### src/rtl/exchange_sched.sv
// Replica exchange sweep sequencer. For each slot it decides, issues, reads, and tracks the write-back.
// Optional macro EXCHANGE_OVERLAP_EN lets the next issue overlap the previous slot's outstanding writes.
package exchange_sched_pkg;
    typedef enum logic [1:0] {
        NOP  = 2'd0,
        PREV = 2'd1,
        FOLW = 2'd2,
        SELF = 2'd3
    } exchange_command_t;
    typedef logic [1:0] opt_t;
endpackage

module exchange_sched
    import exchange_sched_pkg::*;
#(
    parameter int city_div     = 8,
    parameter int city_div_log = 3,
    parameter int base_num     = 4,
    parameter int base_log     = 2,
    parameter int issue_gap    = 1
) (
    input  logic                clk,
    input  logic                reset,
    input  logic                start,
    output logic                busy,
    output logic                done,
    output logic                dec_req,
    output logic [base_log-1:0] dec_base_id,
    input  logic                dec_ack,
    input  exchange_command_t   dec_cmd,
    input  opt_t                dec_opt,
    output exchange_command_t   command,
    output opt_t                opt,
    output logic [base_log-1:0] ex_base_id_r,
    output logic [base_log-1:0] ex_base_id_w,
    input  logic                wr_beat,
    output logic                wr_err
);

    typedef enum logic [2:0] {
        IDLE   = 3'd0,
        DECIDE = 3'd1,
        ISSUE  = 3'd2,
        READ   = 3'd3,
        GAP    = 3'd4,
        DRAIN  = 3'd5
    } state_t;

    // issue_gap is expected to be at least 1
    localparam int GAP_W = (issue_gap > 1) ? $clog2(issue_gap) : 1;
    localparam logic [city_div_log-1:0] BEAT_LAST = city_div_log'(city_div - 1);
    localparam logic [GAP_W-1:0]        GCNT_LAST = GAP_W'(issue_gap - 1);
    localparam logic [base_log-1:0]     SLOT_LAST = base_log'(base_num - 1);

    // A NOP slot is copied in place so every slot produces exactly one write burst
    function automatic exchange_command_t remap_cmd(input exchange_command_t c);
        remap_cmd = (c == NOP) ? SELF : c;
    endfunction

    state_t                  state_r, state_s;
    logic [base_log-1:0]     slot_r, slot_s;
    logic [city_div_log-1:0] rcnt_r, rcnt_s;
    logic [GAP_W-1:0]        gcnt_r, gcnt_s;
    exchange_command_t       cap_cmd_r, cap_cmd_s;
    opt_t                    cap_opt_r, cap_opt_s;
    logic                    cap_vld_r, cap_vld_s;
    logic                    busy_r, busy_s, done_r, done_s, dec_req_r, dec_req_s;
    logic [base_log-1:0]     dec_id_r, dec_id_s, id_rd_r, id_rd_s;
    exchange_command_t       command_r, command_s;
    opt_t                    opt_r, opt_s;
    logic [base_log-1:0]     head_r, head_s, tail_r, tail_s;
    logic [1:0]              fcnt_r, fcnt_s;
    logic [city_div_log-1:0] wcnt_r, wcnt_s;
    logic                    wr_err_r, wr_err_s;
    logic                    push_s, beat_ok_s, pop_s, push_full_s, gap_ok_s;

    assign push_s      = (state_r == ISSUE);
    assign beat_ok_s   = wr_beat && (fcnt_r != 2'd0);
    assign pop_s       = beat_ok_s && (wcnt_r == BEAT_LAST);
    assign push_full_s = push_s && !pop_s && (fcnt_r == 2'd2);

`ifdef EXCHANGE_OVERLAP_EN
    assign gap_ok_s = 1'b1;
`else
    assign gap_ok_s = (fcnt_r == 2'd0);
`endif

    // Outstanding-write FIFO; the head register is the write-side slot id
    always_comb begin
        head_s   = head_r;
        tail_s   = tail_r;
        fcnt_s   = fcnt_r;
        wcnt_s   = wcnt_r;
        wr_err_s = wr_err_r | (wr_beat && (fcnt_r == 2'd0)) | push_full_s;
        if (beat_ok_s) begin
            wcnt_s = pop_s ? {city_div_log{1'b0}} : wcnt_r + city_div_log'(1);
        end else begin
            wcnt_s = wcnt_r;
        end
        case ({push_s, pop_s})
            2'b10: begin
                if (fcnt_r == 2'd0) begin
                    head_s = slot_r;
                    fcnt_s = 2'd1;
                end else if (fcnt_r == 2'd1) begin
                    tail_s = slot_r;
                    fcnt_s = 2'd2;
                end else begin
                    fcnt_s = fcnt_r;
                end
            end
            2'b01: begin
                head_s = (fcnt_r == 2'd2) ? tail_r : head_r;
                fcnt_s = fcnt_r - 2'd1;
            end
            2'b11: begin
                if (fcnt_r == 2'd1) begin
                    head_s = slot_r;
                end else begin
                    head_s = tail_r;
                    tail_s = slot_r;
                end
            end
            default: begin
                fcnt_s = fcnt_r;
            end
        endcase
    end

    // Sweep FSM: next state and next values of the registered outputs
    always_comb begin
        state_s   = state_r;
        slot_s    = slot_r;
        rcnt_s    = rcnt_r;
        gcnt_s    = gcnt_r;
        cap_cmd_s = cap_cmd_r;
        cap_opt_s = cap_opt_r;
        cap_vld_s = cap_vld_r;
        busy_s    = busy_r;
        done_s    = 1'b0;
        dec_req_s = dec_req_r;
        dec_id_s  = dec_id_r;
        id_rd_s   = id_rd_r;
        command_s = NOP;
        opt_s     = opt_r;
        case (state_r)
            IDLE: begin
                if (start) begin
                    slot_s    = {base_log{1'b0}};
                    busy_s    = 1'b1;
                    dec_req_s = 1'b1;
                    dec_id_s  = {base_log{1'b0}};
                    cap_vld_s = 1'b0;
                    state_s   = DECIDE;
                end else begin
                    state_s = IDLE;
                end
            end
            DECIDE: begin
                if (cap_vld_r && (fcnt_r != 2'd2)) begin
                    command_s = cap_cmd_r;
                    opt_s     = cap_opt_r;
                    id_rd_s   = slot_r;
                    cap_vld_s = 1'b0;
                    state_s   = ISSUE;
                end else if (!cap_vld_r && dec_ack) begin
                    // A full FIFO parks the captured decision with dec_req dropped
                    cap_cmd_s = remap_cmd(dec_cmd);
                    cap_opt_s = dec_opt;
                    dec_req_s = 1'b0;
                    if (fcnt_r == 2'd2) begin
                        cap_vld_s = 1'b1;
                    end else begin
                        command_s = remap_cmd(dec_cmd);
                        opt_s     = dec_opt;
                        id_rd_s   = slot_r;
                        state_s   = ISSUE;
                    end
                end else begin
                    state_s = DECIDE;
                end
            end
            ISSUE: begin
                rcnt_s  = {city_div_log{1'b0}};
                state_s = READ;
            end
            READ: begin
                if (rcnt_r == BEAT_LAST) begin
                    rcnt_s = {city_div_log{1'b0}};
                    if (slot_r == SLOT_LAST) begin
                        state_s = DRAIN;
                    end else begin
                        slot_s  = slot_r + base_log'(1);
                        gcnt_s  = {GAP_W{1'b0}};
                        state_s = GAP;
                    end
                end else begin
                    rcnt_s = rcnt_r + city_div_log'(1);
                end
            end
            GAP: begin
                if ((gcnt_r == GCNT_LAST) && gap_ok_s) begin
                    dec_req_s = 1'b1;
                    dec_id_s  = slot_r;
                    state_s   = DECIDE;
                end else if (gcnt_r != GCNT_LAST) begin
                    gcnt_s = gcnt_r + GAP_W'(1);
                end else begin
                    gcnt_s = gcnt_r;
                end
            end
            DRAIN: begin
                if (fcnt_s == 2'd0) begin
                    done_s  = 1'b1;
                    busy_s  = 1'b0;
                    state_s = IDLE;
                end else begin
                    state_s = DRAIN;
                end
            end
            default: begin
                state_s = IDLE;
            end
        endcase
    end

    // State, counters, FIFO and registered outputs
    always_ff @(posedge clk) begin
        if (reset) begin
            state_r   <= IDLE;
            slot_r    <= {base_log{1'b0}};
            rcnt_r    <= {city_div_log{1'b0}};
            gcnt_r    <= {GAP_W{1'b0}};
            cap_cmd_r <= NOP;
            cap_opt_r <= 2'd0;
            cap_vld_r <= 1'b0;
            busy_r    <= 1'b0;
            done_r    <= 1'b0;
            dec_req_r <= 1'b0;
            dec_id_r  <= {base_log{1'b0}};
            id_rd_r   <= {base_log{1'b0}};
            command_r <= NOP;
            opt_r     <= 2'd0;
            head_r    <= {base_log{1'b0}};
            tail_r    <= {base_log{1'b0}};
            fcnt_r    <= 2'd0;
            wcnt_r    <= {city_div_log{1'b0}};
            wr_err_r  <= 1'b0;
        end else begin
            state_r   <= state_s;
            slot_r    <= slot_s;
            rcnt_r    <= rcnt_s;
            gcnt_r    <= gcnt_s;
            cap_cmd_r <= cap_cmd_s;
            cap_opt_r <= cap_opt_s;
            cap_vld_r <= cap_vld_s;
            busy_r    <= busy_s;
            done_r    <= done_s;
            dec_req_r <= dec_req_s;
            dec_id_r  <= dec_id_s;
            id_rd_r   <= id_rd_s;
            command_r <= command_s;
            opt_r     <= opt_s;
            head_r    <= head_s;
            tail_r    <= tail_s;
            fcnt_r    <= fcnt_s;
            wcnt_r    <= wcnt_s;
            wr_err_r  <= wr_err_s;
        end
    end

    assign busy         = busy_r;
    assign done         = done_r;
    assign dec_req      = dec_req_r;
    assign dec_base_id  = dec_id_r;
    assign command      = command_r;
    assign opt          = opt_r;
    assign ex_base_id_r = id_rd_r;
    assign ex_base_id_w = head_r;
    assign wr_err       = wr_err_r;

endmodule

### config.mk
export PLATFORM = sky130hd
export DESIGN_NAME = exchange_sched
export DESIGN_NICKNAME = d
export VERILOG_FILES = /design/src/rtl/exchange_sched.sv
export SDC_FILE = /design/constraint.sdc
export NUM_CORES = 1
export LEC_CHECK = 0
export BUFFER_PORTS_ARGS = -buffer_cell sky130_fd_sc_hd__buf_4
export CAP_MARGIN = 20
export CORE_MARGIN = 2
export CORE_UTILIZATION = 44
export CTS_CLUSTER_SIZE = 30
export DETAILED_ROUTE_END_ITERATION = 8
export PLACE_DENSITY = 0.69
export SYNTH_ARGS = -nofsm -noshare
export SYNTH_HDL_FRONTEND = slang
export SYNTH_SLANG_ARGS = --single-unit
### constraint.sdc
create_clock -name clk -period 2.2 [get_ports clk]
set_input_delay 0.11 -clock clk [delete_from_list [all_inputs] [get_ports clk]]
set_output_delay 0.11 -clock clk [all_outputs]
set_load 0.05 [all_outputs]
-- Word-level counts from Yosys, hierarchy flattened
Cells that the tools add are included.
- ROM bits: 0
- input port bits: 9
- output and inout port bits: 14
- bits in latches: 0
- bits in registers: 35
- word-level logic and storage cells: 154
- bits in writable memories: 0
- memories: 0
- bitwise logic cells: 6
- add/subtract/negate cells: 5
- reduce and logical (&&, ||, !) cells: 38
- $mul: 0
- shifts and indexed selects: 0
- $lt $le $gt $ge: 0
- div/mod/pow operators: 0
- equality and inequality tests: 30
- mux-type cells: 56
- operators with widths (cell ; number):
    $mux W2 ; 21
    $ne A2 B2 Y1 const B ; 13
    $mux W3 ; 8
    $reduce_and A3 Y1 ; 7
    $pmux W3 S6 ; 1
    $reduce_bool A2 Y1 ; 9
    $mux W1 ; 16
    $pmux W2 S2 ; 4
    $eq A3 B3 Y1 const B ; 4
    $reduce_and A4 Y1 ; 3
    $eq A2 B2 Y1 const B ; 4
    $logic_and A1 B1 Y1 ; 8
    $add A3 B1 Y3 const B ; 2
    $eq A3 B2 Y1 const B ; 2
    $logic_not A2 Y1 ; 3
    $ne A3 B3 Y1 const B ; 2
    $pmux W1 S2 ; 3
    $pmux W2 S3 ; 1
    $pmux W3 S2 ; 1
    $reduce_bool A3 Y1 ; 2
    $reduce_and A5 Y1 ; 1
    $eq A2 B1 Y1 const B ; 2
    $ne A4 B4 Y1 const B ; 1
    $not A1 Y1 ; 4
    other kinds (10) ; 13

-- Depth between registers and ports, before layout
- depth after elaboration: 8
- depth in mapped cells: 10
- mapped depth without buffers: 9

-- Least setup slack after synthesis
OpenSTA, ideal clock, no wires.
- path kind: register -> register
- start: reg fcnt_r[0]
- end: reg state_r[0]
- arrival: 2185 ps
- setup slack: -76 ps
- required time: 2109 ps
- period minus slack after synthesis: 2276 ps
- library setup time: 91 ps
- path buffers: 1
- stages on the path, launching flop included: 11
- cells stage by stage: dfxtp_1 > inv_1 > ha_1 > clkbuf_1 > nand3b_1 > inv_1 > ha_1 > a21bo_2 > a311oi_1 > a31oi_1 > a311oi_1
- cells in the longest elaborated chain, start to end: 8
- elaborated cells between the ends (all ways): 22
- classes of those cells: 1 x add/sub; 7 x eq/ne; 6 x mux; 8 x reduce/logical
- ends and longest elaborated chain (item ; line ; source):
    from (decl) ; 72 ; logic [1:0] fcnt_r, fcnt_s;
    from (signal assigned) ; 266 ; fcnt_r <= fcnt_s;
    $reduce_bool A2 Y1 ; 78 ; assign beat_ok_s = wr_beat && (fcnt_r != 2'd0);
    $logic_and A1 B1 Y1 ; 78 ;
    $logic_and A1 B1 Y1 ; 79 ; assign pop_s = beat_ok_s && (wcnt_r == BEAT_LAST);
    $eq A2 B1 Y1 / $eq A2 B2 Y1 (equally long branches) ; 100 ; case ({push_s, pop_s})
    $pmux W2 S2 ; 100 ;
    $logic_not A2 Y1 ; 213 ; if (fcnt_s == 2'd0) begin
    $mux W3 ; 213 ;
    $pmux W3 S6 ; 146 ; case (state_r)
    to (signal assigned) ; 250 ; state_r <= state_s;
    to (decl) ; 60 ; state_t state_r, state_s;
Several ways; a longest one is shown, not always the timed one.
A chain may end at the register's enable or synchronous reset.

-- Worst setup path after layout
- start: reg wcnt_r[0]
- end: reg state_r[0]
- cells in the longest elaborated chain, start to end: 7
- elaborated cells between the ends (all ways): 8
- classes of those cells: 3 x eq/ne; 3 x mux; 2 x reduce/logical
- ends and longest elaborated chain (item ; line ; source):
    from (decl) ; 73 ; logic [city_div_log-1:0] wcnt_r, wcnt_s;
    from (signal assigned) ; 247 ; wcnt_r <= {city_div_log{1'b0}};
    from (signal assigned) ; 267 ; wcnt_r <= wcnt_s;
    $eq A3 B3 Y1 * ; 79 ;
    $logic_and A1 B1 Y1 * ; 79 ;
    $eq A2 B1 Y1 / $eq A2 B2 Y1 (equally long branches) ; 100 ;
    $pmux W2 S2 * ; 100 ;
    $logic_not A2 Y1 * ; 213 ;
    $mux W3 * ; 213 ;
    $pmux W3 S6 * ; 146 ;
Mark *: on every way between the ends. The rest lies on a longest branch, timed or not.

==> reports/results.ini <==
[outcome]
status=complete, no violations

[place]
portBuffers=22
gp_congestion=0.902
pre_cts_slack_ns=0.0693
place_hpwl_um=2770
place_area_um2=2050
dp_cells=274

[sta]
max_freq_mhz=482
finalCritPeriodShare_pct=94.3
maxSlewViolCount=0
fin_worst_skew_ns=0.00407
setup_tns_ns=0
setup_viol=0
max_slew_margin_pct=60.8
rsz0062_at_grt=yes
finalHoldViolCount=0
layout_setup_ws_ns=0.126
period_minus_slack_ns=2.07
tightest_slew_ns=0.579
hold_slack_ns=0.0670

[finish]
area_growth_pct=20.6
layout.nets=252
fin_util_pct=54.4
design_area_um2=2160
antenna_cells=0
finalNonFillerCells=282
drive_gt1_share_pct=22.0

[detailed_routing]
wire_per_inst_um=13.5
drtAntennaViolNets=0
via_count=1533
via_per_inst=5.44
drc_errors=0
routed_wl_um=3810
drt_iter0_drc=56
drtPass1Iterations=4

[floorplanning]
coreArea_um2=3970
die_w_um=67.8
io_pins=23
die_area_um2=4600
start_util_pct=45.1
die_height_um=67.8
fp-row-count=23

[power_and_ir_drop]
finalPower_mw=1.60
peakVddDrop_uv=312
p_leak_nw=0.904
pwr_density_cell_nw_per_um2=738

[cts]
numClockSinks=34
cts_repair_resize_count=0
cts_hold_buf=0
cts_tree=yes
clk_path_buf_depth=2
cts_setup_buffers=0
insertion_delay_ns=0.29
root_buffer=clkbuf_8
cts.htree.levels=2
cts_buffers=5
clk_pin_slew_ns=0.07

[yosys]
syn_area_um2=1790
ys_types=44
synth_area_per_cell_um2=8.79
yosys-top-cells-count=34 x dfxtp_1, 26 x nor2_1, 13 x a21oi_1
synthTopCellsByArea=dfxtp_1 38%, ha_1 8.4%, mux2i_1 5.6%
synthArstFlopShare_pct=0
postSynthCellCount=204
synth_edf_count=0
netlist.top_cell.by_area=dfxtp_1
synth.most_common_cell=dfxtp_1
seq_area_frac_synth_pct=38.0
syn_nets=225
synth-seq-cells=34
yosys.area.top_type_share_pct=38.0
ys.flop_type=dfxtp_1
synth_warnings=0

[critical_path]
end_kind=register
path_max_fanout=6
timing.rr.end=state_r[0]$_SDFFE_PP0P_
crit_type=register to register
critPathRequiredTime_ns=2.40
r2r_slack_ns=0.13
critPathMaxStageDelay_ns=0.33
cp_common_cell=ha_2
reg2reg_depth=8
cp_cell_sequence=ha_1, ha_2, nand3b_1, ha_2, a21bo_2, a311oi_2, a31oi_1, a311oi_1
rr_startpoint=wcnt_r[0]$_SDFFE_PP0N_
crit_family=compound AO/OA/AOI/OAI gates
arrival_ns=2.28
cp-startpoint=wcnt_r[0]$_SDFFE_PP0N_
crit_buf_inv=0
critical-path-slowest-cell=dfxtp_1
critPathLaunchType=register

[hold_path]
hold_class=input pin to register
hold-path-endpoint=cap_opt_r[0]$_SDFFE_PP0P_
hold_depth=3
min_from=dec_opt[0]

[grt]
grt_max_degree=35
grt_usage_pct=18.8
grt_pass1_vias=1381
grt_overflow=0
grt_pass1_wl_um=6390
antenna_found_initial=0

[flow_run]
drv_cap=0

-- routing by layer --
metal  wire length (µm)  track usage [%]  vias to the layer above  share of wire [%]
met1               1790             23.5                      716                 47
met5                  0                0                        -                  0
met2               1800             30.6                       25                 47
met4                 58             6.75                        0                1.5
li1                   -                -                      788                  -
met3                163             5.43                        4                4.3
-- power breakdown --
group,internal (mW),switching [mW]
Combinational,0.170,0.265
Sequential,0.658,0.0289
Clock,0.252,0.222
Total,1.08,0.516
-- worst max path at each step --
stage | end | slack (ns) | depth (start not counted)
floorplan | state_r[0]$_SDFFE_PP0P_ | 0.008 | 10
finish | state_r[0]$_SDFFE_PP0P_ | 0.13 | 8
global route | state_r[0]$_SDFFE_PP0P_ | -0.008 | 8
CTS | state_r[0]$_SDFFE_PP0P_ | 0.04 | 9
global placement | state_r[0]$_SDFFE_PP0P_ | 0.13 | 8
detailed placement | state_r[0]$_SDFFE_PP0P_ | 0.07 | 9
-- logic make-up after synthesis --
kind of cell | share of synthesized area, %
and+or+nand+nor | 23.2
AOI/OAI and AO/OA | 19.9
DFF | 38.0
buffers and inverters | 4.33
adders and majority gates | 8.37
muxes | 6.21
-- sequential cells by signal (all words and copies together), names as in the netlist, 2 cells and up --
register      count
ex_base_id_r      2
fcnt_r            2
wcnt_r            3
opt               2
cap_opt_r         2
slot_r            2
state_r           3
cap_cmd_r         2
dec_base_id       2
command           2
tail_r            2
ex_base_id_w      2
rcnt_r            3
-- worst reg2reg max path, stage by stage, from the launching register on --
cell and delay (ns):
dfxtp_1 0.33, ha_1 0.21, ha_2 0.20, nand3b_1 0.15
ha_2 0.26, a21bo_2 0.24, a311oi_2 0.30, a31oi_1 0.06
a311oi_1 0.25
-- layout by cell type, fill, tap and decap left out, types with 2 or more instances in the layout --
master,count
nor3_1,2
o21ai_1,3
a31oi_1,2
nor2_1,26
ha_2,2
a311oi_1,3
nor3b_1,2
a21bo_2,2
a22oi_1,4
buf_4,30
nand2b_1,11
nor2b_1,10
or3b_1,2
clkbuf_8,6
a221oi_1,2
dfxtp_1,33
nand2_1,8
ha_1,9
inv_1,9
a32o_1,2
mux2i_1,10
nand3b_1,4
nor4_1,3
a21o_1,2
a21oi_1,13
o21ai_0,3
a211oi_1,4
nand3_1,3
-- layout make-up --
type                       instances  area (µm²)
fill                             368        1810
multi-input combinational        150        1060
sequential                        34         682
timing repair buffer              30         225
clock buffer                       7        86.3
tap                               50        62.6
inverter                          10        37.5
clock inverter                     1        5.00
No activity file was read; power rests on OpenSTA's default activity.
